<file path="src/rtl/uart_pkg.sv">
// ---------------------------------------------------------------------------
// uart_pkg -- shared definitions for the oversampling UART receiver.
//   state_t      : receiver FSM states
//   TICK_*       : 16 ticks per bit, majority samples at ticks 7/8/9
//   PARITY_*     : parity_odd input encoding
//   maj3()       : 2-of-3 majority vote
// ---------------------------------------------------------------------------
package uart_pkg;

  typedef enum logic [2:0] {
    IDLE      = 3'd0,
    START     = 3'd1,
    DATA      = 3'd2,
    PARITY    = 3'd3,
    STOP      = 3'd4,
    WAIT_IDLE = 3'd5
  } state_t;

  localparam int unsigned TICKS_PER_BIT = 16;
  localparam int unsigned TICK_W        = 4;

  localparam logic [TICK_W-1:0] TICK_SAMPLE_A = 4'd7;
  localparam logic [TICK_W-1:0] TICK_SAMPLE_B = 4'd8;
  localparam logic [TICK_W-1:0] TICK_SAMPLE_C = 4'd9;
  localparam logic [TICK_W-1:0] TICK_LAST     = 4'd15;

  localparam logic PARITY_EVEN = 1'b0;
  localparam logic PARITY_ODD  = 1'b1;

  function automatic logic maj3(input logic a, input logic b, input logic c);
    return (a & b) | (a & c) | (b & c);
  endfunction

endpackage

</file>
<file path="src/rtl/uart_baud_tick.sv">
// ---------------------------------------------------------------------------
// uart_baud_tick -- 1/16-bit tick generator.
//   clk     : clock
//   nrst    : synchronous active-low reset
//   en      : counter runs while high, held at 0 while low
//   restart : realign the counter to 0 (start-edge detection)
//   tick    : one-cycle pulse every CLK_DIV clk cycles
// ---------------------------------------------------------------------------
module uart_baud_tick #(
  parameter int unsigned CLK_DIV = 651
) (
  input  logic clk,
  input  logic nrst,
  input  logic en,
  input  logic restart,
  output logic tick
);

  localparam int unsigned CW = (CLK_DIV > 1) ? $clog2(CLK_DIV) : 1;
  localparam logic [CW-1:0] CNT_LAST = CW'(CLK_DIV - 1);

  logic [CW-1:0] cnt;

  always_ff @(posedge clk) begin
    if (!nrst || !en || restart) begin
      cnt <= '0;
    end else if (cnt == CNT_LAST) begin
      cnt <= '0;
    end else begin
      cnt <= cnt + 1'b1;
    end
  end

  assign tick = en && !restart && (cnt == CNT_LAST);

endmodule

</file>
<file path="src/rtl/uart_rx_ovs.sv">
// ---------------------------------------------------------------------------
// uart_rx_ovs -- 16x oversampling UART receiver with 2-of-3 bit voting,
// one-word holding register and sticky overrun flag.
//   clk, nrst           : clock, synchronous active-low reset
//   en                  : receiver enable (low aborts any frame in progress)
//   rx                  : asynchronous serial line, idle high
//   parity_odd          : 0 even / 1 odd parity (parity builds only)
//   dout, valid, ready  : received word and valid/ready handshake
//   frame_err           : held frame had a low stop bit
//   parity_err          : held frame had a parity mismatch
//   overrun, clr_ovr    : sticky dropped-frame flag and its clear
// Build option: define UART_RX_OVS_PARITY_EN to receive a parity bit.
// ---------------------------------------------------------------------------
module uart_rx_ovs
  import uart_pkg::*;
#(
  parameter int unsigned CLK_DIV   = 651,
  parameter int unsigned DATA_BITS = 8,
  parameter int unsigned STOP_BITS = 1
) (
  input  logic                 clk,
  input  logic                 nrst,
  input  logic                 en,
  input  logic                 rx,
  input  logic                 parity_odd,
  output logic [DATA_BITS-1:0] dout,
  output logic                 valid,
  input  logic                 ready,
  output logic                 frame_err,
  output logic                 parity_err,
  output logic                 overrun,
  input  logic                 clr_ovr
);

  logic              rx_s1, rx_s2, rx_d;
  state_t            state;
  logic [TICK_W-1:0] tick_cnt;
  logic [2:0]        bit_cnt;
  logic              samp_a, samp_b;
  logic [DATA_BITS-1:0] shreg;
  logic              ferr_acc;
  logic              tick, restart, fall, maj, frame_done;

  always_ff @(posedge clk) begin
    if (!nrst) begin
      rx_s1 <= 1'b1;
      rx_s2 <= 1'b1;
      rx_d  <= 1'b1;
    end else begin
      rx_s1 <= rx;
      rx_s2 <= rx_s1;
      rx_d  <= rx_s2;
    end
  end

  always_comb begin
    fall       = rx_d & ~rx_s2;
    restart    = en && (state == IDLE) && fall;
    maj        = maj3(samp_a, samp_b, rx_s2);
    frame_done = tick && (state == STOP) && (tick_cnt == TICK_SAMPLE_C) &&
                 (bit_cnt == 3'(STOP_BITS - 1));
  end

  uart_baud_tick #(.CLK_DIV(CLK_DIV)) u_tick (
    .clk     (clk),
    .nrst    (nrst),
    .en      (en),
    .restart (restart),
    .tick    (tick)
  );

  always_ff @(posedge clk) begin
    if (!nrst) begin
      state    <= IDLE;
      tick_cnt <= '0;
      bit_cnt  <= '0;
      samp_a   <= 1'b1;
      samp_b   <= 1'b1;
      shreg    <= '0;
      ferr_acc <= 1'b0;
    end else if (!en) begin
      state    <= IDLE;
      tick_cnt <= '0;
      bit_cnt  <= '0;
    end else begin
      if (tick) begin
        tick_cnt <= tick_cnt + 1'b1;
        if (tick_cnt == TICK_SAMPLE_A) samp_a <= rx_s2;
        if (tick_cnt == TICK_SAMPLE_B) samp_b <= rx_s2;
      end
      case (state)
        IDLE: begin
          if (fall) begin
            state    <= START;
            tick_cnt <= '0;
            bit_cnt  <= '0;
            ferr_acc <= 1'b0;
          end
        end
        START: begin
          if (tick) begin
            if (tick_cnt == TICK_SAMPLE_C && maj) state <= IDLE;
            else if (tick_cnt == TICK_LAST)       state <= DATA;
          end
        end
        DATA: begin
          if (tick) begin
            if (tick_cnt == TICK_SAMPLE_C)
              shreg <= {maj, shreg[DATA_BITS-1:1]};
            if (tick_cnt == TICK_LAST) begin
              if (bit_cnt == 3'(DATA_BITS - 1)) begin
                bit_cnt <= '0;
`ifdef UART_RX_OVS_PARITY_EN
                state <= PARITY;
`else
                state <= STOP;
`endif
              end else begin
                bit_cnt <= bit_cnt + 1'b1;
              end
            end
          end
        end
`ifdef UART_RX_OVS_PARITY_EN
        PARITY: begin
          if (tick && tick_cnt == TICK_LAST) state <= STOP;
        end
`endif
        STOP: begin
          if (tick) begin
            if (tick_cnt == TICK_SAMPLE_C) begin
              if (!maj) ferr_acc <= 1'b1;
              // Last stop bit: leave at its mid-point; WAIT_IDLE reuses
              // tick_cnt as its count of consecutive high ticks.
              if (bit_cnt == 3'(STOP_BITS - 1)) begin
                state    <= (ferr_acc || !maj) ? WAIT_IDLE : IDLE;
                tick_cnt <= '0;
              end
            end else if (tick_cnt == TICK_LAST) begin
              bit_cnt <= bit_cnt + 1'b1;
            end
          end
        end
        WAIT_IDLE: begin
          if (tick) begin
            if (!rx_s2)                       tick_cnt <= '0;
            else if (tick_cnt == TICK_LAST)   state    <= IDLE;
          end
        end
        default: state <= IDLE;
      endcase
    end
  end

`ifdef UART_RX_OVS_PARITY_EN
  logic perr_acc, perr_q, par_exp;

  assign par_exp    = (^shreg) ^ (parity_odd == PARITY_ODD);
  assign parity_err = perr_q;

  always_ff @(posedge clk) begin
    if (!nrst || state == IDLE) begin
      perr_acc <= 1'b0;
    end else if (en && tick && state == PARITY && tick_cnt == TICK_SAMPLE_C) begin
      perr_acc <= maj ^ par_exp;
    end
  end

  always_ff @(posedge clk) begin
    if (!nrst) begin
      perr_q <= 1'b0;
    end else if (frame_done && !(valid && !ready)) begin
      perr_q <= perr_acc;
    end
  end
`else
  logic unused_parity_odd;
  assign unused_parity_odd = parity_odd;
  assign parity_err        = 1'b0;
`endif

  // A completing frame is dropped only when the held word is still
  // unaccepted; a same-cycle accept frees the slot for the new word.
  always_ff @(posedge clk) begin
    if (!nrst) begin
      dout      <= '0;
      valid     <= 1'b0;
      frame_err <= 1'b0;
      overrun   <= 1'b0;
    end else begin
      if (frame_done) begin
        if (!(valid && !ready)) begin
          dout      <= shreg;
          frame_err <= ferr_acc || !maj;
          valid     <= 1'b1;
        end
      end else if (valid && ready) begin
        valid <= 1'b0;
      end
      if (frame_done && valid && !ready) overrun <= 1'b1;
      else if (clr_ovr)                   overrun <= 1'b0;
    end
  end

endmodule

</file>
<file path="config.mk">
export PLATFORM = sky130hd
export DESIGN_NAME = uart_rx_ovs
export DESIGN_NICKNAME = d
export VERILOG_FILES = /design/src/rtl/uart_pkg.sv /design/src/rtl/uart_baud_tick.sv /design/src/rtl/uart_rx_ovs.sv
export SDC_FILE = /design/constraint.sdc
export NUM_CORES = 1
export LEC_CHECK = 0
export BUFFER_PORTS_ARGS = -buffer_cell sky130_fd_sc_hd__buf_2
export CORE_ASPECT_RATIO = 2
export CORE_MARGIN = 5
export CORE_UTILIZATION = 60
export DETAILED_ROUTE_END_ITERATION = 8
export PLACE_DENSITY = 0.91
export SLEW_MARGIN = 20
export SYNTH_ARGS = -nofsm -noshare
export SYNTH_HDL_FRONTEND = slang
export SYNTH_SLANG_ARGS = --single-unit
</file>
<file path="constraint.sdc">
create_clock -name clk -period 5.55 [get_ports clk]
set_input_delay 1.11 -clock clk [delete_from_list [all_inputs] [get_ports clk]]
set_output_delay 1.11 -clock clk [all_outputs]
set_load 0.02 [all_outputs]
</file>
==> results of run 1 <==
==> cell usage in the layout, fill, tap and decap left out, types with 5 or more instances in the layout <==
master    Yosys  final
clkbuf_8      0      5
a21oi_1      10     10
nand3_1       8      8
nand2_1      13     13
nor2_1       33     33
nand2b_1     11     11
ha_1          8      8
and3_1        5      5
inv_1         9      9
dfxtp_1      45     45
buf_2         1     16
mux2i_1      21     21
xnor2_1       7      7
==> cell type report <==
cell class	instances	area, µm²
fill	312	1191
multi-input combinational	176	1181
sequential	45	900.9
timing repair buffer	16	80.08
clock buffer	5	68.82
tap	49	61.31
clock inverter	3	47.55
inverter	10	37.54
==> worst min-delay path by stage <==
stage                     endpoint  slack, ns
after CTS                    rx_s2       0.41
after detailed placement     rx_s2       0.39
after global routing         rx_s2       0.43
after global placement       rx_s2       0.39
after floorplan              rx_s2       0.39
final                        rx_s2       0.41
==> flip-flops by register name, summed over array words and instances (netlist names) <==
name        count
bit_cnt         3
dout            8
ferr_acc        1
frame_err       1
overrun         1
rx_d            1
rx_s1           1
rx_s2           1
samp_a          1
samp_b          1
shreg           8
state           3
tick_cnt        4
u_tick.cnt     10
valid           1
==> worst max-delay path: stages <==
cell and delay, ns:
buf_2 0.13, nor4bb_1 0.32, nand4_1 0.27, nor3_2 0.81
mux2i_1 0.30, nor2_1 0.07
==> logic make-up after synthesis <==
kind of cell,after synthesis
muxes,21
other,1
DFF,45
xor gates and xnor gates,10
and+or+nand+nor,101
adders and majority gates,9
AOI/OAI and AO/OA,34
buffers and inverters,21
==> where the power goes <==
part | internal, mW | total, mW | switching (mW)
clock network | 0.137 | 0.253 | 0.116
logic | 0.00642 | 0.0193 | 0.0129
registers | 0.324 | 0.327 | 0.00267
==> layer usage <==
layer	global-route usage	vias up	part of all wire
met5	0	-	0
met4	0.1279	0	0.049
met3	0.04225	23	0.032
met2	0.4046	49	0.58
met1	0.1847	835	0.34
li1	-	867	-
==> flow_summary_export.csv, run 1 <==
group,metric,value,unit
synth,synthTopCellsByCount,"dfxtp_1 (45), nor2_1 (33), mux2i_1 (21)",
flow_run,drv_cap,0,
placement,io_buffers,16,
timing,fin_crit_sh,0.5092,
critical_path,ff2ff_setup_slack,2.85,ns
floorplan,io_pins,19,
clocking,post_cts_buffers,0,
critical_path,crit_fanout,9,
critical_path,crit_end,"dout[4]",
critical_path,crit_arrival,3.01,ns
timing,fin_crit,2.826,ns
layout,utilization,0.6662,
placement,hpwl,3.501,mm
timing,tightestPinTransition,1.007,ns
critical_path,path_class,"input pin to register",
synth,netlist.top_cell.by_area,"dfxtp_1",
clocking,cts.htree.levels,2,
synth,synth.most_common_cell,"dfxtp_1",
placement,placed_area,0.002261,mm²
grt,grt.overflow.total,0,
clocking,cts_buffers,5,
timing,slew_headroom,0.3227,
floorplan,start_util,0.6112,
critical_path,r2r-start,"state[2]",
timing,fin_tns_setup,0,ns
clocking,cts_tree,"yes",
layout,instances_no_fill,304,
critical_path,cp.required,5.74,ns
synth,synth_top_family_by_area,"simple AND/OR/NAND/NOR gates",
synth,postSynthAreaPerCell,9.012,µm²
critical_path,start_kind,"input pin",
synth,muxShareOfSynthArea,0.09639,
min_path,min_path_type,"register to register",
route,drc_errors,0,
placement,dp_cells,296,
power_and_ir_drop,worst_ir_drop_vdd,192.6,µV
grt,grt_pass1_wl,7.886,mm
synth,yosysUniqueCellTypes,48,
floorplan,core,0.003568,mm²
power_and_ir_drop,leakage,0.9480,nW
route,first_iter_violations,46,
grt,antenna_found_initial,0,
placement,dp_slack,2.400,ns
grt,grt_usage,0.2095,
synth,ys_async_sr_fraction,0,
synth,synth_top_area_share,0.4131,
route,via_per_inst,5.836,
clocking,worstSkewPairLatency,0.30,ns
placement,place_congestion,0.9394,
power_and_ir_drop,p_per_area,252.0,mW/mm²
critical_path,crit_start,"en",
clocking,cts.clk_slew.worst_paths,0.09,ns
grt,grt_pass1_vias,1830,
synth,ys_warn_count,0,
timing,setup_viol,0,
layout,syn2layout_area_growth,9.007,%
timing,setup_slack,2.724,ns
synth,ys_ff_latch,45,
timing,drv_slew,0,
critical_path,worstSetupEndpointType,"register",
timing,fmax,353.9,MHz
route,postRouteAntennaNets,0,
timing,fin_skew,0.008052,ns
clocking,cts_root_buf,"clkbuf_8",
clocking,ctsHoldBuffers,0,
min_path,holdPathStages,1,
synth,ys_seq_area_frac,0.4131,
synth,ys.flop_type,"dfxtp_1",
min_path,hp-start,"rx_s1",
floorplan,num_rows,31,
grt,grt_max_degree,20,
synth,synth-xor-area-share,0.04016,
synth,yosys.area_share.simple,0.2473,
floorplan,dieArea,0.005014,mm²
clocking,cts_buffer_depth,2,
synth,synthesis.area,0.002181,mm²
synth,synthAdderAreaFrac,0.05049,
layout,layout.nets,269,
clocking,cts_resized,0,
route,wire_per_inst,15.11,µm
timing,holdWs,0.4115,ns
synth,syn_nets,257,
status,status,"complete, no violations",
route,firstDrtPassIters,4,
layout,n_antenna_cell,0,
synth,synth_enable_flop_cells,0,
floorplan,dieWidth,52.63,µm
synth,synth_compound_area_frac,0.1056,
route,vias,1774,
critical_path,rr_worst_depth,5,
critical_path,r2r-end,"dout[4]",
clocking,clock-sinks,45,
route,wl,4.592,mm
timing,grt_setup_unrepaired,"no",
synth,syn_inst,242,
floorplan,die_h,95.26,µm
power_and_ir_drop,power.total,0.5991,mW
synth,synthTopCellsByArea,"dfxtp_1 (41%), mux2i_1 (9.6%), nor2_1 (5.7%), ha_1 (4.6%), nand2b_1 (3.2%)",
layout,fin_area,0.002377,mm²
timing,hold_viol,0,
layout,drive_gt1_frac,0.1098,
No activity file was read; power rests on OpenSTA's default activity.
==> run 2, diff against run 1 <==
--- a/config.mk
+++ b/config.mk
@@ -8,9 +8,9 @@
 export BUFFER_PORTS_ARGS = -buffer_cell sky130_fd_sc_hd__buf_2
 export CORE_ASPECT_RATIO = 2
 export CORE_MARGIN = 5
-export CORE_UTILIZATION = 60
+export CORE_UTILIZATION = 58
 export DETAILED_ROUTE_END_ITERATION = 8
-export PLACE_DENSITY = 0.91
+export PLACE_DENSITY = 0.89
 export SLEW_MARGIN = 20
 export SYNTH_ARGS = -nofsm -noshare
 export SYNTH_HDL_FRONTEND = slang
==> constraint.sdc (replaced) <==
create_clock -name clk -period 2.7 [get_ports clk]
set_input_delay 0.54 -clock clk [delete_from_list [all_inputs] [get_ports clk]]
set_output_delay 0.54 -clock clk [all_outputs]
set_load 0.02 [all_outputs]
==> run 2 against run 1 <==
  * Core utilization decreased by 0.73 points
  * Clock power rose by 70%
  * Sequential power increased by 100%
  * Final area is 1.1% higher
  * Combinational power is 130% higher
  * Non-clock buffer count rose by 6
  * Critical path depth decreased by 1
  * Die area is 2.9% higher
  * Setup slack worse by 2.2 ns
  * Register-to-register slack worse by 2.3 ns
  * Clock skew rose by 0.0033 ns
  * Sequential share of layout area is 0.39 points lower
==> flow_summary_export.csv, run 2 (synthesis results as in run 1) <==
group,metric,value,unit
status,status,"complete, no violations",
layout,fillers,321,
flow_run,drv_cap,0,
floorplan,core,0.003646,mm²
clocking,cts_resized,0,
critical_path,crit_arrival,2.39,ns
critical_path,worstSetupEndpointType,"register",
floorplan,dieWidth,53.36,µm
route,postRouteAntennaNets,0,
clocking,cts_buffers,5,
floorplan,die_h,96.72,µm
placement,place_congestion,0.8626,
route,wire_per_inst,14.59,µm
clocking,cts.htree.levels,2,
critical_path,critical_path_buf_inv_count,0,
grt,grt_pass1_vias,1792,
floorplan,io_pins,19,
route,firstDrtPassIters,4,
placement,placed_area,0.002306,mm²
route,vias,1758,
grt,grt_usage,0.1953,
clocking,cts.clk_slew.worst_paths,0.09,ns
timing,hold_viol,0,
floorplan,dieArea,0.005161,mm²
clocking,cts_root_buf,"clkbuf_8",
layout,drive_gt1_frac,0.1303,
route,via_per_inst,5.671,
layout,fin_area,0.002402,mm²
timing,fin_tns_setup,0,ns
floorplan,num_rows,31,
layout,layout.nets,275,
critical_path,cpMaxStageDelayCell,"nor4b_1",
route,wl,4.522,mm
layout,n_antenna_cell,0,
layout,reg_top3,"u_tick.cnt x10, dout x8, shreg x8",
timing,fin_crit_sh,0.8006,
grt,grt.overflow.total,0,
critical_path,slowest_delay,0.47,ns
timing,drv_slew,0,
timing,grt_setup_unrepaired,"no",
critical_path,crit_fanout,7,
layout,final_cell_mix,"dfxtp_1 (45), nor2_1 (33), mux2i_1 (21), buf_2 (16), nand2_1 (13)",
power_and_ir_drop,p_per_area,475.7,mW/mm²
layout,final_common_cell,"dfxtp_1",
clocking,cts_tree,"yes",
layout,top_register,"u_tick.cnt",
timing,fin_skew,0.01135,ns
critical_path,cp.required,2.93,ns
grt,antenna_found_initial,0,
floorplan,start_util,0.5981,
grt,grt_pass1_wl,7.665,mm
power_and_ir_drop,leakage,0.9726,nW
layout,syn2layout_area_growth,10.15,%
route,drc_errors,0,
min_path,min_path_type,"input pin to register",
route,first_iter_violations,45,
timing,holdWs,0.4167,ns
critical_path,path_delay_family,"simple AND/OR/NAND/NOR gates",
power_and_ir_drop,worst_ir_drop_vdd,295.2,µV
critical_path,start_kind,"register",
timing,slew_headroom,0.6518,
clocking,clock-sinks,45,
timing,tightestPinTransition,0.5198,ns
layout,largest_reg_flops,10,
placement,hpwl,3.419,mm
critical_path,path_cells,"nor4b_1 -> and4_1 -> nand2_1 -> a211oi_1 -> mux2i_1",
timing,fin_crit,2.162,ns
grt,grt_max_degree,20,
clocking,ctsHoldBuffers,0,
critical_path,path_class,"register to register",
timing,setup_viol,0,
timing,fmax,462.6,MHz
clocking,worstSkewPairLatency,0.30,ns
clocking,cts_buffer_depth,2,
clocking,post_cts_buffers,0,
placement,io_buffers,16,
==> run 2: cell count changes in the layout (fill, tap and decap cells not counted), sizes merged <==
cell / change
clkinv: +2
bufinv: -1
clkbuf: +1
inv: -2
buf: +6
==> run 2: final timing paths <==
| path | slack, ns | start | endpoint | cells past startpoint |
|---|---|---|---|---|
| hold / removal | 0.42 | rx | rx_s1 | 2 |
| setup / recovery | 0.54 | u_tick.cnt[4] | state[0] | 5 |
| hold reg to reg | 0.43 | rx_s1 | rx_s2 | 1 |
| setup reg to reg | 0.54 | u_tick.cnt[4] | state[0] | 5 |
==> run 2: metal layers <==
metal  track usage  part of all wire  vias to the layer above
li1              -                 -                      874
met1        0.1662              0.36                      829
met2        0.3652              0.57                       41
met3       0.04462             0.032                       14
met4        0.1260             0.035                        0
met5             0                 0                        -
==> run 2: through the flow <==
stage	setup slack (ns)	util	cells	power [mW]
2_1_floorplan	0.7466	-	242	0.7177
3_3_place_gp	0.5441	0.6325	302	0.7276
3_5_place_dp	0.3880	0.6325	302	0.7287
4_1_cts	0.5488	0.6589	310	1.151
5_1_grt	0.4092	0.6589	310	1.185
6_report	0.5385	0.6589	310	1.143
==> run 2: power by group <==
part	switching (mW)	total [mW]	internal, mW
combinational	0.0291	0.0438	0.0146
sequential	0.00344	0.670	0.667
clock	0.222	0.429	0.207
total	0.254	1.14	0.889
==> run 2: area by class of cell <==
| class | count | area (µm²) | area share |
|---|---|---|---|
| timing repair buffer | 22 | 125.1 | 0.05208 |
| multi-input combinational | 176 | 1181 | 0.4917 |
| inverter | 10 | 37.54 | 0.01563 |
| clock inverter | 2 | 13.76 | 0.005729 |
| clock buffer | 6 | 82.58 | 0.03438 |
| tap | 49 | 61.31 | 0.02552 |
| sequential | 45 | 900.9 | 0.3750 |
==> run 2: worst reg2reg max path, delay by kind of cell (launching register included) <==
family,cells,cell delay [ns]
simple gates,3,1.19
flops,1,0.36
compound gates,1,0.32
mux,1,0.21
